===== src/rtl/mul_div_unit.sv =====
// mul_div_unit
// Multi-cycle multiply/divide unit that owns the architectural HI/LO pair.
// Multiply is iterative shift-add and divide is iterative restoring.
// Signed operations run on magnitudes and are sign-corrected in a final FIX cycle.
//
// Optional feature macro: MDU_FAST_MUL_EN
//   defined   : MULT/MULTU use a single-cycle combinational multiplier (IDLE -> FIX)
//   undefined : iterative shift-add multiply
//
// Ports:
//   clock      rising-edge clock
//   reset_n    asynchronous active-low reset
//   op_valid   operation request
//   op_ready   unit can accept (!busy && !cancel)
//   op_code    000 MULT, 001 MULTU, 010 DIV, 011 DIVU, 100 MTHI, 101 MTLO, 11x reserved
//   op_a       rs: dividend / multiplicand / move source
//   op_b       rt: divisor / multiplier
//   cancel     abort the in-flight operation (flush)
//   busy       iterative operation in flight
//   done       one-cycle pulse, hi/lo updated on the same edge
//   div_zero   sticky: last divide had op_b == 0
//   hi, lo     HI / LO registers
module mul_div_unit #(
    parameter int WIDTH = 32,
    parameter int CNT_W = $clog2(WIDTH) + 1
) (
    input  logic             clock,
    input  logic             reset_n,
    input  logic             op_valid,
    output logic             op_ready,
    input  logic [2:0]       op_code,
    input  logic [WIDTH-1:0] op_a,
    input  logic [WIDTH-1:0] op_b,
    input  logic             cancel,
    output logic             busy,
    output logic             done,
    output logic             div_zero,
    output logic [WIDTH-1:0] hi,
    output logic [WIDTH-1:0] lo
);

    localparam logic [2:0] OP_MULT  = 3'b000;
    localparam logic [2:0] OP_MULTU = 3'b001;
    localparam logic [2:0] OP_DIV   = 3'b010;
    localparam logic [2:0] OP_DIVU  = 3'b011;
    localparam logic [2:0] OP_MTHI  = 3'b100;
    localparam logic [2:0] OP_MTLO  = 3'b101;

    typedef enum logic [1:0] {
        ST_IDLE = 2'd0,
        ST_RUN  = 2'd1,
        ST_FIX  = 2'd2
    } state_t;

    // Two's-complement negation at operand width, applied when en is set.
    function automatic logic [WIDTH-1:0] cond_neg_w(input logic [WIDTH-1:0] v, input logic en);
        logic [WIDTH-1:0] r;
        if (en) begin
            r = ~v + {{(WIDTH-1){1'b0}}, 1'b1};
        end else begin
            r = v;
        end
        return r;
    endfunction

    // Two's-complement negation at product width, applied when en is set.
    function automatic logic [2*WIDTH-1:0] cond_neg_2w(input logic [2*WIDTH-1:0] v, input logic en);
        logic [2*WIDTH-1:0] r;
        if (en) begin
            r = ~v + {{(2*WIDTH-1){1'b0}}, 1'b1};
        end else begin
            r = v;
        end
        return r;
    endfunction

    state_t               state_r;
    state_t               state_nxt_s;
    logic [CNT_W-1:0]     cnt_r;
    logic [2*WIDTH-1:0]   acc_r;      // product accumulator; low half is dividend/quotient
    logic [WIDTH:0]       rem_r;      // partial remainder
    logic [WIDTH-1:0]     opnd_r;     // multiplicand or divisor magnitude
    logic [WIDTH-1:0]     dvd_r;      // unmodified dividend for divide-by-zero result
    logic                 is_div_r;
    logic                 res_neg_r;
    logic                 rem_neg_r;
    logic                 dz_pend_r;
    logic [WIDTH-1:0]     hi_r;
    logic [WIDTH-1:0]     lo_r;
    logic                 done_r;
    logic                 div_zero_r;

    logic                 accept_s;
    logic                 is_mul_op_s;
    logic                 is_div_op_s;
    logic                 signed_op_s;
    logic                 a_neg_s;
    logic                 b_neg_s;
    logic [WIDTH-1:0]     a_abs_s;
    logic [WIDTH-1:0]     b_abs_s;
    logic [WIDTH:0]       mul_sum_s;
    logic [2*WIDTH-1:0]   mul_next_s;
    logic [WIDTH+1:0]     div_shift_s;
    logic [WIDTH+1:0]     div_trial_s;
    logic                 div_ge_s;
    logic [WIDTH:0]       div_rem_next_s;
    logic [WIDTH-1:0]     div_q_next_s;
    logic [2*WIDTH-1:0]   prod_s;
    logic [WIDTH-1:0]     quot_s;
    logic [WIDTH-1:0]     remd_s;
`ifdef MDU_FAST_MUL_EN
    logic [2*WIDTH-1:0]   fast_prod_s;
`endif

    assign busy     = (state_r != ST_IDLE);
    assign op_ready = !busy && !cancel;
    assign done     = done_r;
    assign div_zero = div_zero_r;
    assign hi       = hi_r;
    assign lo       = lo_r;

    assign accept_s    = op_valid && op_ready;
    assign is_mul_op_s = (op_code == OP_MULT) || (op_code == OP_MULTU);
    assign is_div_op_s = (op_code == OP_DIV)  || (op_code == OP_DIVU);
    // Even codes among the arithmetic ops are the signed variants.
    assign signed_op_s = (is_mul_op_s || is_div_op_s) && !op_code[0];
    assign a_neg_s     = signed_op_s && op_a[WIDTH-1];
    assign b_neg_s     = signed_op_s && op_b[WIDTH-1];
    assign a_abs_s     = cond_neg_w(op_a, a_neg_s);
    assign b_abs_s     = cond_neg_w(op_b, b_neg_s);

    // Shift-add step: add the multiplicand into the upper half when the
    // current multiplier bit is set, then shift the whole accumulator right.
    assign mul_sum_s  = {1'b0, acc_r[2*WIDTH-1:WIDTH]}
                      + (acc_r[0] ? {1'b0, opnd_r} : {(WIDTH+1){1'b0}});
    assign mul_next_s = {mul_sum_s, acc_r[WIDTH-1:1]};

    // Restoring step: the partial remainder is always below the divisor,
    // so the shifted value fits and the top bit of the trial is its sign.
    assign div_shift_s    = {rem_r, acc_r[WIDTH-1]};
    assign div_trial_s    = div_shift_s - {2'b00, opnd_r};
    assign div_ge_s       = ~div_trial_s[WIDTH+1];
    assign div_rem_next_s = div_ge_s ? div_trial_s[WIDTH:0] : div_shift_s[WIDTH:0];
    assign div_q_next_s   = {acc_r[WIDTH-2:0], div_ge_s};

    assign prod_s = cond_neg_2w(acc_r, res_neg_r);
    assign quot_s = cond_neg_w(acc_r[WIDTH-1:0], res_neg_r);
    assign remd_s = cond_neg_w(rem_r[WIDTH-1:0], rem_neg_r);

`ifdef MDU_FAST_MUL_EN
    assign fast_prod_s = {{WIDTH{1'b0}}, a_abs_s} * {{WIDTH{1'b0}}, b_abs_s};
`endif

    // State register.
    always_ff @(posedge clock or negedge reset_n) begin
        if (!reset_n) begin
            state_r <= ST_IDLE;
        end else begin
            state_r <= state_nxt_s;
        end
    end

    // Next-state logic; cancel forces IDLE from any busy state.
    always_comb begin
        state_nxt_s = state_r;
        case (state_r)
            ST_IDLE: begin
                if (accept_s && is_mul_op_s) begin
`ifdef MDU_FAST_MUL_EN
                    state_nxt_s = ST_FIX;
`else
                    state_nxt_s = ST_RUN;
`endif
                end else if (accept_s && is_div_op_s) begin
                    state_nxt_s = ST_RUN;
                end else begin
                    state_nxt_s = ST_IDLE;
                end
            end
            ST_RUN: begin
                if (cancel) begin
                    state_nxt_s = ST_IDLE;
                end else if (cnt_r == {CNT_W{1'b0}}) begin
                    state_nxt_s = ST_FIX;
                end else begin
                    state_nxt_s = ST_RUN;
                end
            end
            ST_FIX: begin
                state_nxt_s = ST_IDLE;
            end
            default: begin
                state_nxt_s = ST_IDLE;
            end
        endcase
    end

    // Datapath: operand capture, iteration, sign-corrected writeback.
    always_ff @(posedge clock or negedge reset_n) begin
        if (!reset_n) begin
            cnt_r      <= {CNT_W{1'b0}};
            acc_r      <= {(2*WIDTH){1'b0}};
            rem_r      <= {(WIDTH+1){1'b0}};
            opnd_r     <= {WIDTH{1'b0}};
            dvd_r      <= {WIDTH{1'b0}};
            is_div_r   <= 1'b0;
            res_neg_r  <= 1'b0;
            rem_neg_r  <= 1'b0;
            dz_pend_r  <= 1'b0;
            hi_r       <= {WIDTH{1'b0}};
            lo_r       <= {WIDTH{1'b0}};
            done_r     <= 1'b0;
            div_zero_r <= 1'b0;
        end else begin
            done_r <= 1'b0;
            case (state_r)
                ST_IDLE: begin
                    if (accept_s) begin
                        case (op_code)
                            OP_MTHI: begin
                                hi_r   <= op_a;
                                done_r <= 1'b1;
                            end
                            OP_MTLO: begin
                                lo_r   <= op_a;
                                done_r <= 1'b1;
                            end
                            OP_MULT, OP_MULTU: begin
                                opnd_r    <= a_abs_s;
                                rem_r     <= {(WIDTH+1){1'b0}};
                                is_div_r  <= 1'b0;
                                res_neg_r <= a_neg_s ^ b_neg_s;
                                rem_neg_r <= 1'b0;
                                cnt_r     <= CNT_W'(WIDTH - 1);
`ifdef MDU_FAST_MUL_EN
                                acc_r     <= fast_prod_s;
`else
                                acc_r     <= {{WIDTH{1'b0}}, b_abs_s};
`endif
                            end
                            OP_DIV, OP_DIVU: begin
                                opnd_r     <= b_abs_s;
                                acc_r      <= {{WIDTH{1'b0}}, a_abs_s};
                                rem_r      <= {(WIDTH+1){1'b0}};
                                dvd_r      <= op_a;
                                is_div_r   <= 1'b1;
                                res_neg_r  <= a_neg_s ^ b_neg_s;
                                rem_neg_r  <= a_neg_s;
                                dz_pend_r  <= (op_b == {WIDTH{1'b0}});
                                div_zero_r <= 1'b0;
                                cnt_r      <= CNT_W'(WIDTH - 1);
                            end
                            default: begin
                                done_r <= 1'b0;
                            end
                        endcase
                    end
                end
                ST_RUN: begin
                    if (!cancel) begin
                        if (is_div_r) begin
                            acc_r <= {acc_r[2*WIDTH-1:WIDTH], div_q_next_s};
                            rem_r <= div_rem_next_s;
                        end else begin
                            acc_r <= mul_next_s;
                        end
                        if (cnt_r != {CNT_W{1'b0}}) begin
                            cnt_r <= cnt_r - {{(CNT_W-1){1'b0}}, 1'b1};
                        end
                    end
                end
                ST_FIX: begin
                    if (!cancel) begin
                        done_r <= 1'b1;
                        if (is_div_r && dz_pend_r) begin
                            hi_r       <= dvd_r;
                            lo_r       <= {WIDTH{1'b1}};
                            div_zero_r <= 1'b1;
                        end else if (is_div_r) begin
                            hi_r <= remd_s;
                            lo_r <= quot_s;
                        end else begin
                            hi_r <= prod_s[2*WIDTH-1:WIDTH];
                            lo_r <= prod_s[WIDTH-1:0];
                        end
                    end
                end
                default: begin
                    done_r <= 1'b0;
                end
            endcase
        end
    end

endmodule


===== config.mk =====
export PLATFORM = sky130hd
export DESIGN_NAME = mul_div_unit
export DESIGN_NICKNAME = d
export VERILOG_FILES = /design/src/rtl/mul_div_unit.sv
export SDC_FILE = /design/constraint.sdc
export NUM_CORES = 1
export LEC_CHECK = 0
export ABC_AREA = 1
export CAP_MARGIN = 20
export CORE_MARGIN = 3
export CORE_UTILIZATION = 55
export CTS_CLUSTER_DIAMETER = 60
export DETAILED_ROUTE_END_ITERATION = 10
export GPL_TIMING_DRIVEN = 0
export MAX_ROUTING_LAYER = met4
export PLACE_DENSITY_LB_ADDON = 0.25
export SYNTH_ARGS = -nofsm -noshare
export SYNTH_HDL_FRONTEND = slang
export SYNTH_SLANG_ARGS = --single-unit

===== constraint.sdc =====
create_clock -name clock -period 3.5 [get_ports clock]
set_clock_uncertainty 0.15 [all_clocks]
set_input_delay 0.7 -clock clock [delete_from_list [all_inputs] [get_ports clock]]
set_output_delay 0.7 -clock clock [all_outputs]
set_load 0.05 [all_outputs]

After elaboration in Yosys (flattened, before gate mapping)
Index checks and enable logic that the tools add are counted.

Flip-flop bits (word level): 239. Bits of input ports: 71.

Add/subtract/negate cells: 8. Equal/unequal tests: 19. Bitwise operators: 7. Mux-type cells: 51. Reductions and logical operators: 37.

Operators with widths (number): $mux 32 (15); $mux 64 (4); $pmux 64 s2 (2); $pmux 32 s2 (3); $mux 33 (5); $add 32x1->32 const B (4); $not 32->32 (4); $pmux 33 s2 (1); $add 64x1->64 const B (1); $not 64->64 (1); $sub 34x32->34 (1); $add 32x32->33 (1); $logic_not 32->1 (1); $mux 6 (4); $reduce_and 5->1 (4); $ne 2x2->1 const B (8); $pmux 6 s2 (1); $reduce_and 4->1 (3); $mux 1 (9); $reduce_and 3->1 (3); $logic_and 1x1->1 (8); $pmux 1 s2 (4); $reduce_bool 2->1 (4); $eq 3x2->1 const B (2); 19 further kinds (29).

Longest topological paths before layout
Word-level depth: 9. Depth in mapped cells: 18.

Least setup slack after synthesis
OpenSTA, ideal clock, no wires.

Path kind: reg-to-reg. Start point: register acc_r[0]. End point: register acc_r[54]. Stages on the path, launching flop included: 19. Required time: 3.233 ns. Slack: 1.036 ns. Arrival: 2.197 ns. Setup time: 0.117 ns. Period minus slack after synthesis: 2.464 ns. Cells stage by stage: dfrtp_1 > buf_2 > clkbuf_1 > nand2_1 > inv_1 > ha_1 > nand2_1 > inv_1 > nand3_1 > o21ai_0 > nand2_1 > nand2_1 > nand2_1 > nand2_1 > nand2_1 > nand2_1 > nand2_1 > nand3_1 > nand2_1.

Cells in the longest elaborated chain, start to end: 5.

RTL lines: from (decl) (line 80) `logic [2*WIDTH-1:0] acc_r;`; from (signal assigned) (line 202) `acc_r <= {(2*WIDTH){1'b0}};`; from (signal assigned) (line 238) `acc_r <= {{WIDTH{1'b0}}, b_abs_s};`; from (signal assigned) (line 243) `acc_r <= {{WIDTH{1'b0}}, a_abs_s};`; $mux 32 (line 135) `+ (acc_r[0] ? {1'b0, opnd_r} : {(WIDTH+1){1'b0}});`; $add 32x32->33 (line 135); $mux 64 (line 261) `if (is_div_r) begin`; $mux 64 (line 260) `if (!cancel) begin`; $pmux 64 s2 (line 216) `case (state_r)`.

No other way between the ends. The select of a mux whose other input is x is not followed. A chain may end at the register's enable or synchronous reset.

Worst setup path after layout
Start point: input port op_code[2]. End point: register acc_r[10].

Cells in the longest elaborated chain, start to end: 9.

RTL lines: from (decl) (line 31) `input logic [2:0] op_code,`; $eq 3x1->1 (tied with other cells) (line 123, 219); $logic_or 1x1->1 (on tied branches) (line 123, 124); $logic_or 1x1->1 (line 126) `assign signed_op_s = (is_mul_op_s || is_div_op_s) && !op_code[0];`; $logic_and 1x1->1 (line 126); $logic_and 1x1->1 (on tied branches) (line 127, 128); $mux 32 (line 58) `if (en) begin`; $pmux 64 s2 (line 219) `case (op_code)`; $mux 64 (line 218) `if (accept_s) begin`; $pmux 64 s2 (line 216).

Parallel ways exist; a longest one is shown, timed or not. The select of a mux whose other input is x is not followed.

==> metrics <==
drt total wl 93700 um; core area 0.0377 mm2; DRC Markers 0; # IOs 139; number of synthesized flops with an enable pin 0; status completed; Top FF cell, synth dfrtp_1; WL/cell 22.4 um; final hold violations 0; Syn Nets 3613; Synth Register Bits 239; crit-path max FO 10; initial antenna violation count 2; clock latency on the worst-skew pair 0.62 ns; clk buf depth 3; Die Wd 202 um; layout cells sized above 1 3.92%; post-route ant nets 0; Post-CTS Setup Inserts 0; largest net degree at the start of global routing 113; fmax 290 MHz; Logic pwr share 45.4%; sw frac 46.8%; H-tree levels 1; initial core utilization 55.9%; Crit path max-delay family buffers and inverters; Hold Path Class reg -> reg; CTS tree built; minimum clock period 3.45 ns; Die Area 0.0406 mm2; synth cell count leaders nand2_1, nor2_1, inv_1; Critical Path RT 3.80 ns; # port buffers 138; leading area contributor after synthesis dfrtp_1; sequential share of the synthesized area 28.4%; Post-Syn Area per Cell 6.06 um2; total power 14.0 mW; relative slew slack 35.2%; nets 3787; synth unique cells 49; Seq pwr share 28.9%; slowest cell delay on critical path 0.69 ns; post-synth top area share 28.4%; Slew Viols, Final 0; DIE HEIGHT 202 um; GP Congestion 1.07; reg2reg setup slack 0.31 ns; worst hold margin 0.320 ns; TritonCTS buffer count 31; Max-cap violations 0; Mapped Cells 3471; Clock power frac 25.7%; CTS Root Cell clkbuf_16; vias in the first global route 23447; first-pass GRT wire length 140000 um; final worst path period share 98.7%; Internal Pwr Total 7.45 mW; final setup TNS 0 ns; VDD IR-drop max 0.432 mV; Mapped Area 0.0210 mm2; clock-pin slew on the worst setup and hold paths 0.06 ns; vias per cell 6.10; Buf+Inv Stages, Crit Path 3; pwr/cell area 577 mW/mm2; Pre-antenna DRT Iters 8; area grow syn2layout 15.4%; yosys warns 0; Arr. time, crit path 3.75 ns; startpoint type of the worst setup path input pin; clock sink count 239; GR Util All Layers 46.0%; Leakage 12.1 nW; Slew @ Worst Pin 0.961 ns; Final Util 64.5%; ys async rst share 100%; critical path's most frequent cell nor2_1; # rows 71; slowest stage cell, crit path o211ai_1; count leader, synth nand2_1; Iteration-0 DRC Markers 3502; GR Overflow Total 0; Setup violations, final 0; crit end category flop; switching power 6.57 mW; CP Class in -> reg; Final HPWL DP 75800 um; worst-path cell chain clkdlybuf4s50_1 -> nor2_1 -> inv_1 -> nor2_1 -> clkbuf_1 -> nand2_1 -> xor2_1 -> o211ai_1 -> a22oi_1; via count 25530; synth top area cells dfrtp_1, nand2_1, nor2_1, nand3_1, inv_1
-- final cells by class --
cell class | count | area [um2]
plain buffers | 116 | 539
diodes | 2 | 5.00
well taps | 511 | 639
repair buffers | 141 | 1450
clock buffers | 41 | 893
inverters | 395 | 1480
clock inverters | 17 | 259
multi-input cells | 2721 | 13000
fillers | 3652 | 13400
flip-flops and latches | 239 | 5980
-- power groups by stage --
stage	Clock [mW]	Sequential [mW]	Combinational (mW)
2_1_floorplan	0	4.73	3.19
4_1_cts	3.57	4.00	6.17
3_3_place_gp	0	4.04	6.09
3_5_place_dp	0	4.05	6.14
6_report	3.60	4.05	6.37
5_1_grt	3.67	4.09	6.84
-- flip-flops by register name, summed over array words and instances, names as in the netlist, 2 cells and up --
signal	count
acc_r	64
hi	32
dvd_r	32
state_r	2
opnd_r	32
cnt_r	6
rem_r	33
lo	32
-- metrics by stage --
stage | area, um2 | setup WS, ns | std cells
after floorplan | 21000 | 1.04 | 3471
final | 24300 | 0.0465 | 4183
after global routing | 24300 | -0.0111 | 4183
after CTS | 24300 | 0.274 | 4181
after global placement | 23100 | -8.88 | 4120
after detailed placement | 23100 | -0.352 | 4122
-- cell usage in the layout, fill, tap and decap left out, drive strengths merged, types with 5 or more instances in the layout --
cell type	synthesis	final
a211oi	13	13
clkbuf	72	113
buf	44	47
o21ai	249	249
ha	69	69
xnor2	19	19
a21o	10	10
nand3	320	320
nor4	5	5
o21bai	7	7
dfrtp	239	239
a21boi	17	17
or2	17	17
nor2	527	527
a22oi	16	16
a21oi	215	215
clkdlybuf4s50	0	137
inv	393	402
nor3	36	36
o32a	6	6
a31oi	11	11
o211ai	19	19
nand3b	15	15
o22ai	54	54
nand4	42	42
nand2	998	998
xor2	40	40
-- final timing paths --
check                           start         to  cells past startpoint
min reg2reg                  cnt_r[5]   cnt_r[5]                      1
max                        op_code[2]  acc_r[10]                      9
max reg2reg                  acc_r[0]  acc_r[62]                     18
min in group asynchronous     reset_n  acc_r[62]                      2
min                          cnt_r[5]   cnt_r[5]                      1
max in group asynchronous     reset_n   cnt_r[1]                      3
-- layer usage --
layer | vias up | GRT usage (%) | wire [um]
li1 | 11713 | - | -
met1 | 11678 | 60.5 | 36100
met2 | 1776 | 64.9 | 38200
met3 | 363 | 11.6 | 12800
met4 | 0 | 24.9 | 6610
met5 | - | - | 0
-- cells by family (layout without fill, tap and decap cells) --
family	count (synthesis)	count (layout)	share of synthesized area [%]
XOR/XNOR	59	59	2.46
other	0	2	0
AND/OR/NAND/NOR	1962	1962	38.6
buffers and inverters	511	710	9.61
AO/OA/AOI/OAI	629	629	16.7
flip-flops	239	239	28.4
adder cells (fa/ha/maj)	71	71	4.29
-- what timing repair did --
action                                  CTS  global route
hold endpoints to repair                 64             0
endpoints found under the setup margin    0             2
gates resized for setup                   0             1
hold buffers                              1             0
Note: power is estimated with default switching activity, not from simulation.
